**src/rtl/alu_issue_stage.sv**
```systemverilog
// rtl/alu_issue_stage.sv - operand issue and writeback stage feeding the ALU
module alu_issue_stage #(
    parameter int NREG = 16,
    parameter int RW   = 4
) (
    input  logic          clock,
    input  logic          reset,
    input  logic          in_valid,
    output logic          in_ready,
    input  logic [4:0]    in_opcode,
    input  logic [RW-1:0] in_rd,
    input  logic [RW-1:0] in_ra,
    input  logic [RW-1:0] in_rb,
    input  logic          in_imm_sel,
    input  logic [31:0]   in_imm,
    output logic [31:0]   alu_a,
    output logic [31:0]   alu_b,
    output logic [4:0]    alu_opcode,
    input  logic [31:0]   alu_out,
    input  logic          alu_flag,
    output logic          wb_valid,
    output logic [RW-1:0] wb_rd,
    output logic [31:0]   wb_data,
    output logic          wb_illegal,
    output logic          flag_z,
    output logic          flag_n,
    output logic          flag_c,
    input  logic [RW-1:0] dbg_addr,
    output logic [31:0]   dbg_data
);

    // Opcode held on the ALU outside EXEC so every op presents a fresh opcode change.
    localparam logic [4:0] OP_NEUTRAL = 5'b10000;

    typedef enum logic [1:0] {
        S_IDLE,
        S_OPER,
        S_EXEC,
        S_WB
    } state_t;

    state_t        r_state;
    state_t        w_next;
    logic [31:0]   r_regs [NREG];
    logic [31:0]   r_a;
    logic [31:0]   r_b;
    logic [4:0]    r_opcode;
    logic [4:0]    r_alu_opcode;
    logic [RW-1:0] r_rd;
    logic          r_illegal;
    logic [31:0]   r_wb_data;
    logic          r_z;
    logic          r_n;
    logic          r_c;
    logic          w_accept;
    logic [31:0]   w_ra_val;
    logic [31:0]   w_rb_val;

    // Opcodes 00010, 00111 and 01010-01111 are undefined; every 1xxxx opcode is legal.
    function automatic logic f_legal(input logic [4:0] op);
        logic ok;
        ok = 1'b1;
        if (!op[4]) begin
            case (op[3:0])
                4'b0010, 4'b0111, 4'b1010, 4'b1011,
                4'b1100, 4'b1101, 4'b1110, 4'b1111: ok = 1'b0;
                default:                            ok = 1'b1;
            endcase
        end
        return ok;
    endfunction

    assign w_ra_val = (in_ra == '0)    ? 32'd0 : r_regs[in_ra];
    assign w_rb_val = (in_rb == '0)    ? 32'd0 : r_regs[in_rb];
    assign dbg_data = (dbg_addr == '0) ? 32'd0 : r_regs[dbg_addr];
    assign w_accept = (r_state == S_IDLE) && in_valid;

    assign alu_a      = r_a;
    assign alu_b      = r_b;
    assign alu_opcode = r_alu_opcode;
    assign wb_rd      = r_rd;
    assign wb_data    = r_wb_data;
    assign flag_z     = r_z;
    assign flag_n     = r_n;
    assign flag_c     = r_c;

    // State register.
    always_ff @(posedge clock) begin
        if (reset) r_state <= S_IDLE;
        else       r_state <= w_next;
    end

    // Next-state and handshake/writeback strobes; strictly one op in flight.
    always_comb begin
        w_next     = r_state;
        in_ready   = 1'b0;
        wb_valid   = 1'b0;
        wb_illegal = 1'b0;
        case (r_state)
            S_IDLE: begin
                in_ready = 1'b1;
                if (in_valid) w_next = S_OPER;
            end
            S_OPER: w_next = S_EXEC;
            S_EXEC: w_next = S_WB;
            S_WB: begin
                wb_valid   = 1'b1;
                wb_illegal = r_illegal;
                w_next     = S_IDLE;
            end
            default: w_next = S_IDLE;
        endcase
    end

    // Operand capture, ALU opcode sequencing, result writeback and flags.
    always_ff @(posedge clock) begin
        if (reset) begin
            for (int i = 0; i < NREG; i++) r_regs[i] <= 32'd0;
            r_a          <= 32'd0;
            r_b          <= 32'd0;
            r_opcode     <= OP_NEUTRAL;
            r_alu_opcode <= OP_NEUTRAL;
            r_rd         <= '0;
            r_illegal    <= 1'b0;
            r_wb_data    <= 32'd0;
            r_z          <= 1'b0;
            r_n          <= 1'b0;
            r_c          <= 1'b0;
        end else begin
            if (w_accept) begin
                r_a       <= w_ra_val;
                r_b       <= in_imm_sel ? in_imm : w_rb_val;
                r_opcode  <= in_opcode;
                r_rd      <= in_rd;
                r_illegal <= !f_legal(in_opcode);
            end
            if (r_state == S_OPER) r_alu_opcode <= r_opcode;
            if (r_state == S_EXEC) begin
                r_alu_opcode <= OP_NEUTRAL;
                if (!r_illegal) begin
                    if (r_rd != '0) r_regs[r_rd] <= alu_out;
                    r_wb_data <= alu_out;
                    r_z       <= (alu_out == 32'd0);
                    r_n       <= alu_out[31];
                    r_c       <= alu_flag;
                end
            end
        end
    end

endmodule

```
**config.mk**
```make
export PLATFORM = sky130hd
export DESIGN_NAME = alu_issue_stage
export DESIGN_NICKNAME = d
export VERILOG_FILES = /design/src/rtl/alu_issue_stage.sv
export SDC_FILE = /design/constraint.sdc
export NUM_CORES = 1
export LEC_CHECK = 0
export CAP_MARGIN = 15
export CORE_MARGIN = 2
export CORE_UTILIZATION = 55
export CTS_CLUSTER_DIAMETER = 100
export DETAILED_ROUTE_END_ITERATION = 16
export DONT_BUFFER_PORTS = 1
export PLACE_DENSITY = 0.73
export SLEW_MARGIN = 5
export SYNTH_ARGS = -nofsm -noshare
export SYNTH_HDL_FRONTEND = slang
export SYNTH_SLANG_ARGS = --single-unit
```
**constraint.sdc**
```tcl
create_clock -name clock -period 3.2 [get_ports clock]
set_clock_uncertainty 0.2 [all_clocks]
set_input_delay 0.32 -clock clock [delete_from_list [all_inputs] [get_ports clock]]
set_output_delay 0.32 -clock clock [all_outputs]
set_load 0.05 [all_outputs]
```
Word level (Yosys, flattened, before mapping)
Memory sizes are Yosys's and may differ from the RTL's.
Index checks and enable logic that the tools add are counted.
{"block": "classes", "bitwise": 1, "n_reduce_logical": 11, "mux": 22, "n_eq_ne": 4}
{"cell": "$mux W32", "count": 5}
{"cell": "$logic_not A32 Y1", "count": 1}
{"cell": "$reduce_or A32 Y1", "count": 1}
{"cell": "$mux W1", "count": 14}
{"cell": "$logic_not A4 Y1", "count": 3}
{"cell": "$pmux W2 S4", "count": 1}
{"cell": "$eq A2 B2 Y1 const B", "count": 2}
{"cell": "$mux W4", "count": 1}
{"cell": "$reduce_bool A4 Y1", "count": 1}
{"cell": "$eq A2 B1 Y1 const B", "count": 1}
{"cell": "$logic_not A2 Y1", "count": 1}
{"cell": "$mux W2", "count": 1}
{"cell": "$ne A2 B2 Y1 const B", "count": 1}
{"cell": "$reduce_and A2 Y1", "count": 1}
{"cell": "$reduce_or A2 Y1", "count": 1}
{"cell": "$logic_and A1 B1 Y1", "count": 1}
{"cell": "$logic_not A1 Y1", "count": 1}
{"cell": "$not A1 Y1", "count": 1}
{"block": "totals", "input_bits": 90, "out_inout_bits": 143, "ram_bits": 512, "register_bits": 116, "romBits": 16, "n_memories": 2}
{"name": "r_regs", "depth": 16, "width": 32, "rd": 3, "rd_ports_with_merged_regs": 0, "wr": 16, "line_no": "44", "source": "logic [31:0] r_regs [NREG];"}
{"name": "(no name shown)", "depth": 16, "width": 1, "rd": 1, "rd_ports_with_merged_regs": 0, "wr": 0, "line_no": "64", "source": "case (op[3:0])"}

Logic depth before layout (Yosys ltp)
Gate-level depths: netlist of the first run.
{"block": "depth", "depth_word": 8, "depth_mapped": 9}

Worst setup path before layout of the first run
Ideal clock, no wire load.
{"block": "synth_path", "path_kind": "input to output", "start": "in dbg_addr[2]", "end": "out dbg_data[30]", "stages": 5, "path_buffers": 3, "path_slack_ps": 539, "required_ps": 2680, "arrival_time_ps": 2141, "cell_sequence": "clkbuf_1 buf_2 clkbuf_1 mux4_2 o21ai_1"}
{"block": "synth_between", "elab_chain_len": 2, "elab_cells_between_ends": 3, "cone_classes": "mux: 1; reduce/logical: 1; memory: 1"}
{"item": "start: declaration", "line_no": "28", "source": "input logic [RW-1:0] dbg_addr,"}
{"item": "$mem_v2 Z16 W32 or $logic_not A4 Y1 (tied branches)"}
{"item": "$mux W32 *", "line_no": "75", "source": "assign dbg_data = (dbg_addr == '0) ? 32'd0 : r_regs[dbg_addr];"}
{"item": "end: declaration", "line_no": "29", "source": "output logic [31:0] dbg_data"}
Mark *: on every way between the ends. The rest lies on a longest branch, timed or not.

Final worst setup path of the first run
{"block": "layout_path", "start": "reg r_state[0]", "end": "reg r_a[8], in the netlist alu_a[8]"}
{"block": "layout_between", "elab_chain_len": 2}
{"item": "start: declaration", "line_no": "42", "source": "state_t r_state;"}
{"item": "start signal: assignment", "line_no": "90", "source": "else r_state <= w_next;"}
{"item": "$logic_not A2 Y1", "line_no": "76", "source": "assign w_accept = (r_state == S_IDLE) && in_valid;"}
{"item": "$logic_and A1 B1 Y1", "line_no": "76"}
{"item": "end signal: assignment", "line_no": "131", "source": "r_a <= w_ra_val;"}
{"item": "end: declaration", "line_no": "45", "source": "logic [31:0] r_a;"}
No other way between the ends.
A chain may end at the register's enable or synchronous reset.

==> results by group, run 1 <==
Status
  – Status: complete, no violations

Clock network
  – Post-CTS Resized: 0
  – Later-pin clock latency in the skew report: ~0.62 ns
  – Clock Pin Slew Worst Setup and Hold Paths: 0.06 ns
  – H-tree depth: 3
  – Clk buf depth: 3
  – CTS tree: yes
  – Clock sinks: about 630
  – CTS Hold Buffers Added: approximately 130
  – Setup bufs post-CTS: 0
  – CTS root buffer: clkbuf_16
  – Num CTS Buffers: 70

Setup path
  – CP startpoint: r_state[0]
  – R2R Path End: alu_a[8]
  – CP top delay family: buffers and inverters
  – Worst r2r path cells: 8
  – Crit. End Element: flop
  – Crit path kind: reg -> reg
  – Slowest-stage cell, CP: dlygate4sd3_1
  – Crit path capture: alu_a[8]
  – CP Data Required Time: 3.56 ns
  – CP Cell Sequence: inv_1 -> ha_1 -> nand2_2 -> nor4b_4 -> buf_12 -> a22oi_1 -> o211ai_1 -> dlygate4sd3_1
  – WP buf/inv: 3
  – Worst R2R Start: r_state[0]
  – Stages on worst setup path: 8
  – Startpoint Class: flop
  – CP peak stage delay: 0.57 ns
  – CP max FO: 32
  – Arrival time worst endpoint: 3.38 ns
  – R2r setup slk: 0.18 ns

Floorplanning
  – Placement row count: 92
  – Die Footprint: about 0.066 sq mm
  – Die width: 256 um
  – Starting Density: 0.555
  – Chip Height: 256 um
  – Core area: 0.0630 sq mm
  – I/O pins: 233

Timing
  – Worst Tran Pin Value: around 1.2 ns
  – Post-route minimum period: ~3.0 ns
  – Final hold vios: 0
  – Period utilisation layout: 0.945
  – Fmax: 331 MHz
  – Final Max Slew Viols: 0
  – Sum Neg Setup Slack: 0 ns
  – RSZ-0062 raised after global routing: false
  – Relative slew slack: 0.175
  – # setup viols final: 0

Placed design
  – RD Place Congestion: 0.899
  – Placed cell areas: 0.0358 sq mm
  – Port buffer count: 0
  – HPWL after DPL: 65900 um

Global route
  – Total grt overflow: 0
  – Global-route wire length before repair: between 150000 and 200000 um
  – Gr usage total: 0.362
  – Antenna violations before repair: 8
  – Vias in the first global route: 25700
  – Largest net degree at the start of global routing: 212

Drt
  – Via count: 25300
  – Drt wl/cell: 32.8 um
  – First drt pass iteration count: 5
  – Final wirelength: 119000 um
  – Routed Antenna Nets: 0
  – Via/cell ratio: 6.98
  – Residual DRC: 0
  – First DRT Iteration DRCs: around 3300

Yosys
  – YS warnings: 0
  – Syn avg cell area: 13.2 sq um
  – Sequential fraction of the synthesis area: 0.506
  – Mapped Cells: 2656
  – Netlist Area Pre-Place: 0.0350 sq mm
  – Synth cell types: 45
  – Largest area contributor in the netlist: edfxtp_1
  – Post-synth top area share: 0.440
  – Synth area leaders: edfxtp_1, mux4_2, and2_1, mux2i_1, dfxtp_1
  – Yosys reg bits: 627

Hold path
  – Worst hold path class: in -> reg
  – Hold wc startpoint: in_imm_sel

Finish
  – Commonest non-fill, non-tap cell in the layout: edfxtp_1
  – Commonest non-fill, non-tap cells in the layout: edfxtp_1, and2_1, mux4_2
  – Layout Nets: 2818
  – Post-route cell area: 0.0394 sq mm
  – Synth-to-Final Area Change: 12.7%
  – Layout cells sized above 1: 0.202

Pwr
  – Worst ir drop on vdd: 462 uV
  – Leakage: 14.3 nW
  – Power per cell area: about 560 mW/mm^2

Flow run
  – Max Cap Viol: 0
metal layers:
metal	track usage	up-vias	part of all wire
met2	0.565	1973	0.47
li1	-	10300	-
met1	0.453	12700	0.35
met5	0	-	0.00011
met4	0.218	2	0.066
met3	0.0972	428	0.12
report_power, final:
group	total [mW]	switching, mW	internal, mW
Combinational	3.38	1.98	1.40
Sequential	10.6	1.26	9.36
Clock	7.96	3.37	4.58
Total	21.9	6.61	15.3
how the worst min path moves through the flow:
stage | cells past startpoint | slack, ns | endpoint
2_1_floorplan | 2 | 0.24 | r_opcode[0]
3_3_place_gp | 1 | 0.21 | alu_b[27]
3_5_place_dp | 1 | 0.21 | alu_b[26]
4_1_cts | 3 | 0.001 | alu_a[14]
5_1_grt | 3 | 0.009 | alu_b[3]
6_report | 3 | 0.0002 | alu_b[3]
worst register-to-register path: cells and delay by family (launching register included):
| kind | cells | cell delay, ns |
|---|---|---|
| AO/OA/AOI/OAI | 2 | 0.39 |
| adder cells (fa/ha/maj) | 1 | 0.26 |
| buffers and inverters | 3 | 0.99 |
| flip-flops | 1 | 0.33 |
| AND/OR/NAND/NOR | 2 | 0.80 |
area by class of cell:
class / count / area, sq um
inverter: 3 / 11.3
tap: 846 / 1060
clock inverter: 27 / 259
fill: 4655 / 23600
multi-input combinational: 1790 / 16200
timing repair buffer: 231 / 2240
antenna: 4 / 10.0
clock buffer: 101 / 1950
sequential: 627 / 17700
synthesized netlist by cell type (all sizes together):
library cell  count
or3               3
nand4             2
mux4            256
or2              15
a311oi           32
nand2b           33
dfxtp           115
buf             104
o21bai            2
nor4             12
mux2             32
o21ai             1
edfxtp          512
o211ai           32
and2            483
a2111oi           1
a211oi           33
nor4b             1
clkbuf          163
xor2              1
nand2           152
nor2b             4
nor3b             1
nor3              5
ha                5
nand3b            4
a22oi            64
a21oi           234
and2b             1
or3b              1
inv               3
nand3            33
nor2             52
a221o            31
mux2i           232
conb              1
kinds of logic (layout without fill, tap and decap cells):
| group | after synthesis | after routing | share of synthesized area |
|---|---|---|---|
| XOR/XNOR | 1 | 1 | 0.000251 |
| adder cells (fa/ha/maj) | 5 | 5 | 0.00179 |
| other | 1 | 36 | 0.000107 |
| multiplexers | 520 | 520 | 0.242 |
| buffers and inverters | 270 | 362 | 0.0381 |
| AND/OR/NAND/NOR | 802 | 802 | 0.129 |
| AO/OA/AOI/OAI | 430 | 430 | 0.0834 |
| flip-flops | 627 | 627 | 0.506 |
flip-flops by register name, indices dropped and copies added (netlist names):
| register | flops |
|---|---|
| alu_opcode | 5 |
| wb_rd | 4 |
| alu_a | 32 |
| r_opcode | 5 |
| flag_z | 1 |
| r_state | 2 |
| r_regs | 512 |
| r_illegal | 1 |
| alu_b | 32 |
| wb_data | 32 |
| flag_c | 1 |
stage by stage:
step | worst slack [ns] | total power [mW] | util | std cells | hold slack, ns
global route | 0.0651 | 22.5 | 0.626 | 3629 | 0.00877
detailed placement | 0.283 | 13.6 | 0.568 | 3365 | 0.212
CTS | 0.243 | 21.9 | 0.625 | 3624 | 0.00145
global placement | 0.377 | 13.5 | 0.568 | 3365 | 0.211
finish | 0.177 | 21.9 | 0.626 | 3629 | 0.000207
floorplan | 0.539 | 12.9 | - | 2687 | 0.236
Note: power is estimated with default switching activity, not from simulation.
==> run 2: changes to the inputs <==
BUFFER_PORTS_ARGS = -buffer_cell sky130_fd_sc_hd__buf_2   (was unset)
DONT_BUFFER_PORTS = unset   (was 1)
PLACE_DENSITY = 0.76   (was 0.73)
REMOVE_ABC_BUFFERS = 1   (was unset)
==> results by group, run 2 (synthesis gave the netlist of run 1 again) <==
Status
  – Status: complete, no violations

Clock network
  – Clock sinks: 627
  – Num CTS Buffers: 69
  – Later-pin clock latency in the skew report: between 0.6 and 0.7 ns
  – Clk buf depth: 3
  – Setup bufs post-CTS: 0
  – CTS tree: yes
  – CTS root buffer: clkbuf_16
  – H-tree depth: 3
  – Clock Pin Slew Worst Setup and Hold Paths: 0.06 ns

Drt
  – Routed Antenna Nets: 0
  – Residual DRC: 0
  – Final wirelength: 118000 um
  – Drt wl/cell: 30.9 um
  – First drt pass iteration count: 8
  – First DRT Iteration DRCs: 3911
  – Via/cell ratio: between 6 and 7
  – Via count: 26300

Finish
  – Area occupied by multi-input gates: 0.0162 sq mm
  – Layout cells sized above 1: 0.279
  – Top reg by flops: r_regs
  – Register Area: roughly 0.018 sq mm
  – Commonest non-fill, non-tap cell in the layout: edfxtp_1
  – Synth-to-Final Area Change: 16.3%
  – Max reg flops: 512
  – Layout Nets: 3018
  – Post-route cell area: 0.0407 sq mm
  – Commonest non-fill, non-tap cells in the layout: edfxtp_1, and2_1, mux4_2
  – Fillers: 4528

Setup path
  – Crit path kind: in -> out
  – Crit. End Element: output port
  – Startpoint Class: input pin
  – CP peak stage delay: about 0.96 ns
  – R2r setup slk: around 0.3 ns
  – Arrival time worst endpoint: 2.57 ns
  – Slowest-stage cell, CP: nor2b_4
  – CP max FO: 26
  – CP most frequent cell: a21oi_1
  – WP buf/inv: 2
  – CP Cell Sequence: buf_4 -> nor2b_4 -> a221o_1 -> a21oi_1 -> a21oi_1 -> buf_2
  – CP Data Required Time: 2.68 ns
  – CP top delay family: simple AND/OR/NAND/NOR gates

Timing
  – Period utilisation layout: 0.966
  – Fmax: 324 MHz
  – Sum Neg Setup Slack: 0 ns
  – Relative slew slack: 0.192
  – RSZ-0062 raised after global routing: false
  – # setup viols final: 0
  – Final hold vios: 0
  – Final Max Slew Viols: 0
  – Hold_ws: approximately 0.027 ns
  – Worst Tran Pin Value: 1.21 ns
  – Post-route minimum period: 3.09 ns

Pwr
  – Power per cell area: 553 mW/mm^2
  – Worst ir drop on vdd: 405 uV
  – Sw power: ~6.9 mW
  – Net Sw Frac: 0.307
  – Logic pwr share: 0.211
  – Pint: 15.6 mW
  – Leakage: roughly 15 nW
  – Clock Power Share: 0.356
  – Seq pwr share: 0.433

Hold path
  – Worst hold path class: in -> reg

Floorplanning
  – Die width: 256 um
  – Chip Height: 256 um
  – Starting Density: 0.555
  – Die Footprint: 0.0656 sq mm
  – Placement row count: 92
  – Core area: 0.0630 sq mm
  – I/O pins: 233

Global route
  – Vias in the first global route: 26700
  – Gr usage total: 0.358
  – Antenna violations before repair: 5
  – Global-route wire length before repair: 172000 um
  – Largest net degree at the start of global routing: 64
  – Total grt overflow: 0

Placed design
  – HPWL after DPL: 72100 um
  – Placed cell areas: 0.0377 sq mm
  – RD Place Congestion: 0.946
  – Port buffer count: around 230

Flow run
  – Max Cap Viol: 0
run 2: metrics by stage:
step | worst slack (ns) | utilization | instances | total power [mW]
after floorplan | -1.06 | - | 2420 | 12.5
after global placement | 0.341 | 0.598 | 3628 | 14.4
after detailed placement | 0.280 | 0.598 | 3628 | 14.5
after CTS | 0.254 | 0.646 | 3824 | 22.5
after global routing | 0.227 | 0.646 | 3825 | 23.1
final | 0.110 | 0.646 | 3826 | 22.5
run 2: area by class of cell:
cell class / count / area share
repair buffers: 432 / 0.0850
flip-flops and latches: 627 / 0.435
well taps: 846 / 0.0260
clock buffers: 97 / 0.0483
multi-input cells: 1790 / 0.398
clock inverters: 29 / 0.00735
inverters: 3 / 0.000277
diodes: 2 / 0.000123
run 2: worst paths after layout:
check | cells after the start | endpoint | from
worst min-delay path | 2 | r_regs[15][7] | alu_out[7]
worst max-delay path | 6 | dbg_data[24] | dbg_addr[1]
worst min register to register | 2 | wb_data[24] | wb_data[24]
worst max register to register | 7 | r_regs[2][9] | r_state[0]
run 2: metal layers:
| metal | share of wire | global-route usage |
|---|---|---|
| met2 | 0.46 | 0.559 |
| met3 | 0.13 | 0.0866 |
| met1 | 0.34 | 0.454 |
| met4 | 0.065 | 0.217 |
| met5 | 0 | 0 |
run 2: repair_timing:
item | CTS | global route
setup endpoints to repair | 0 | 0
resized for setup | 0 | 0
endpoints found under the hold margin | 150 | 0
hold buffers | 70 | 0
run 2: worst reg2reg max path, delay by kind of cell (launching register included):
family / cells / cell delay [ns]
simple gates: 3 / 0.78
fa+ha+maj: 1 / 0.39
flops: 1 / 0.33
buf+inv: 3 / 1.06
run 2: power groups by stage:
stage          logic (mW)  clock network, mW  registers (mW)
2_1_floorplan        1.87                  0            10.6
3_3_place_gp         4.54                  0            9.84
3_5_place_dp         4.60                  0            9.88
4_1_cts              4.69               8.06            9.72
5_1_grt              4.94               8.37            9.78
6_report             4.74               8.02            9.74
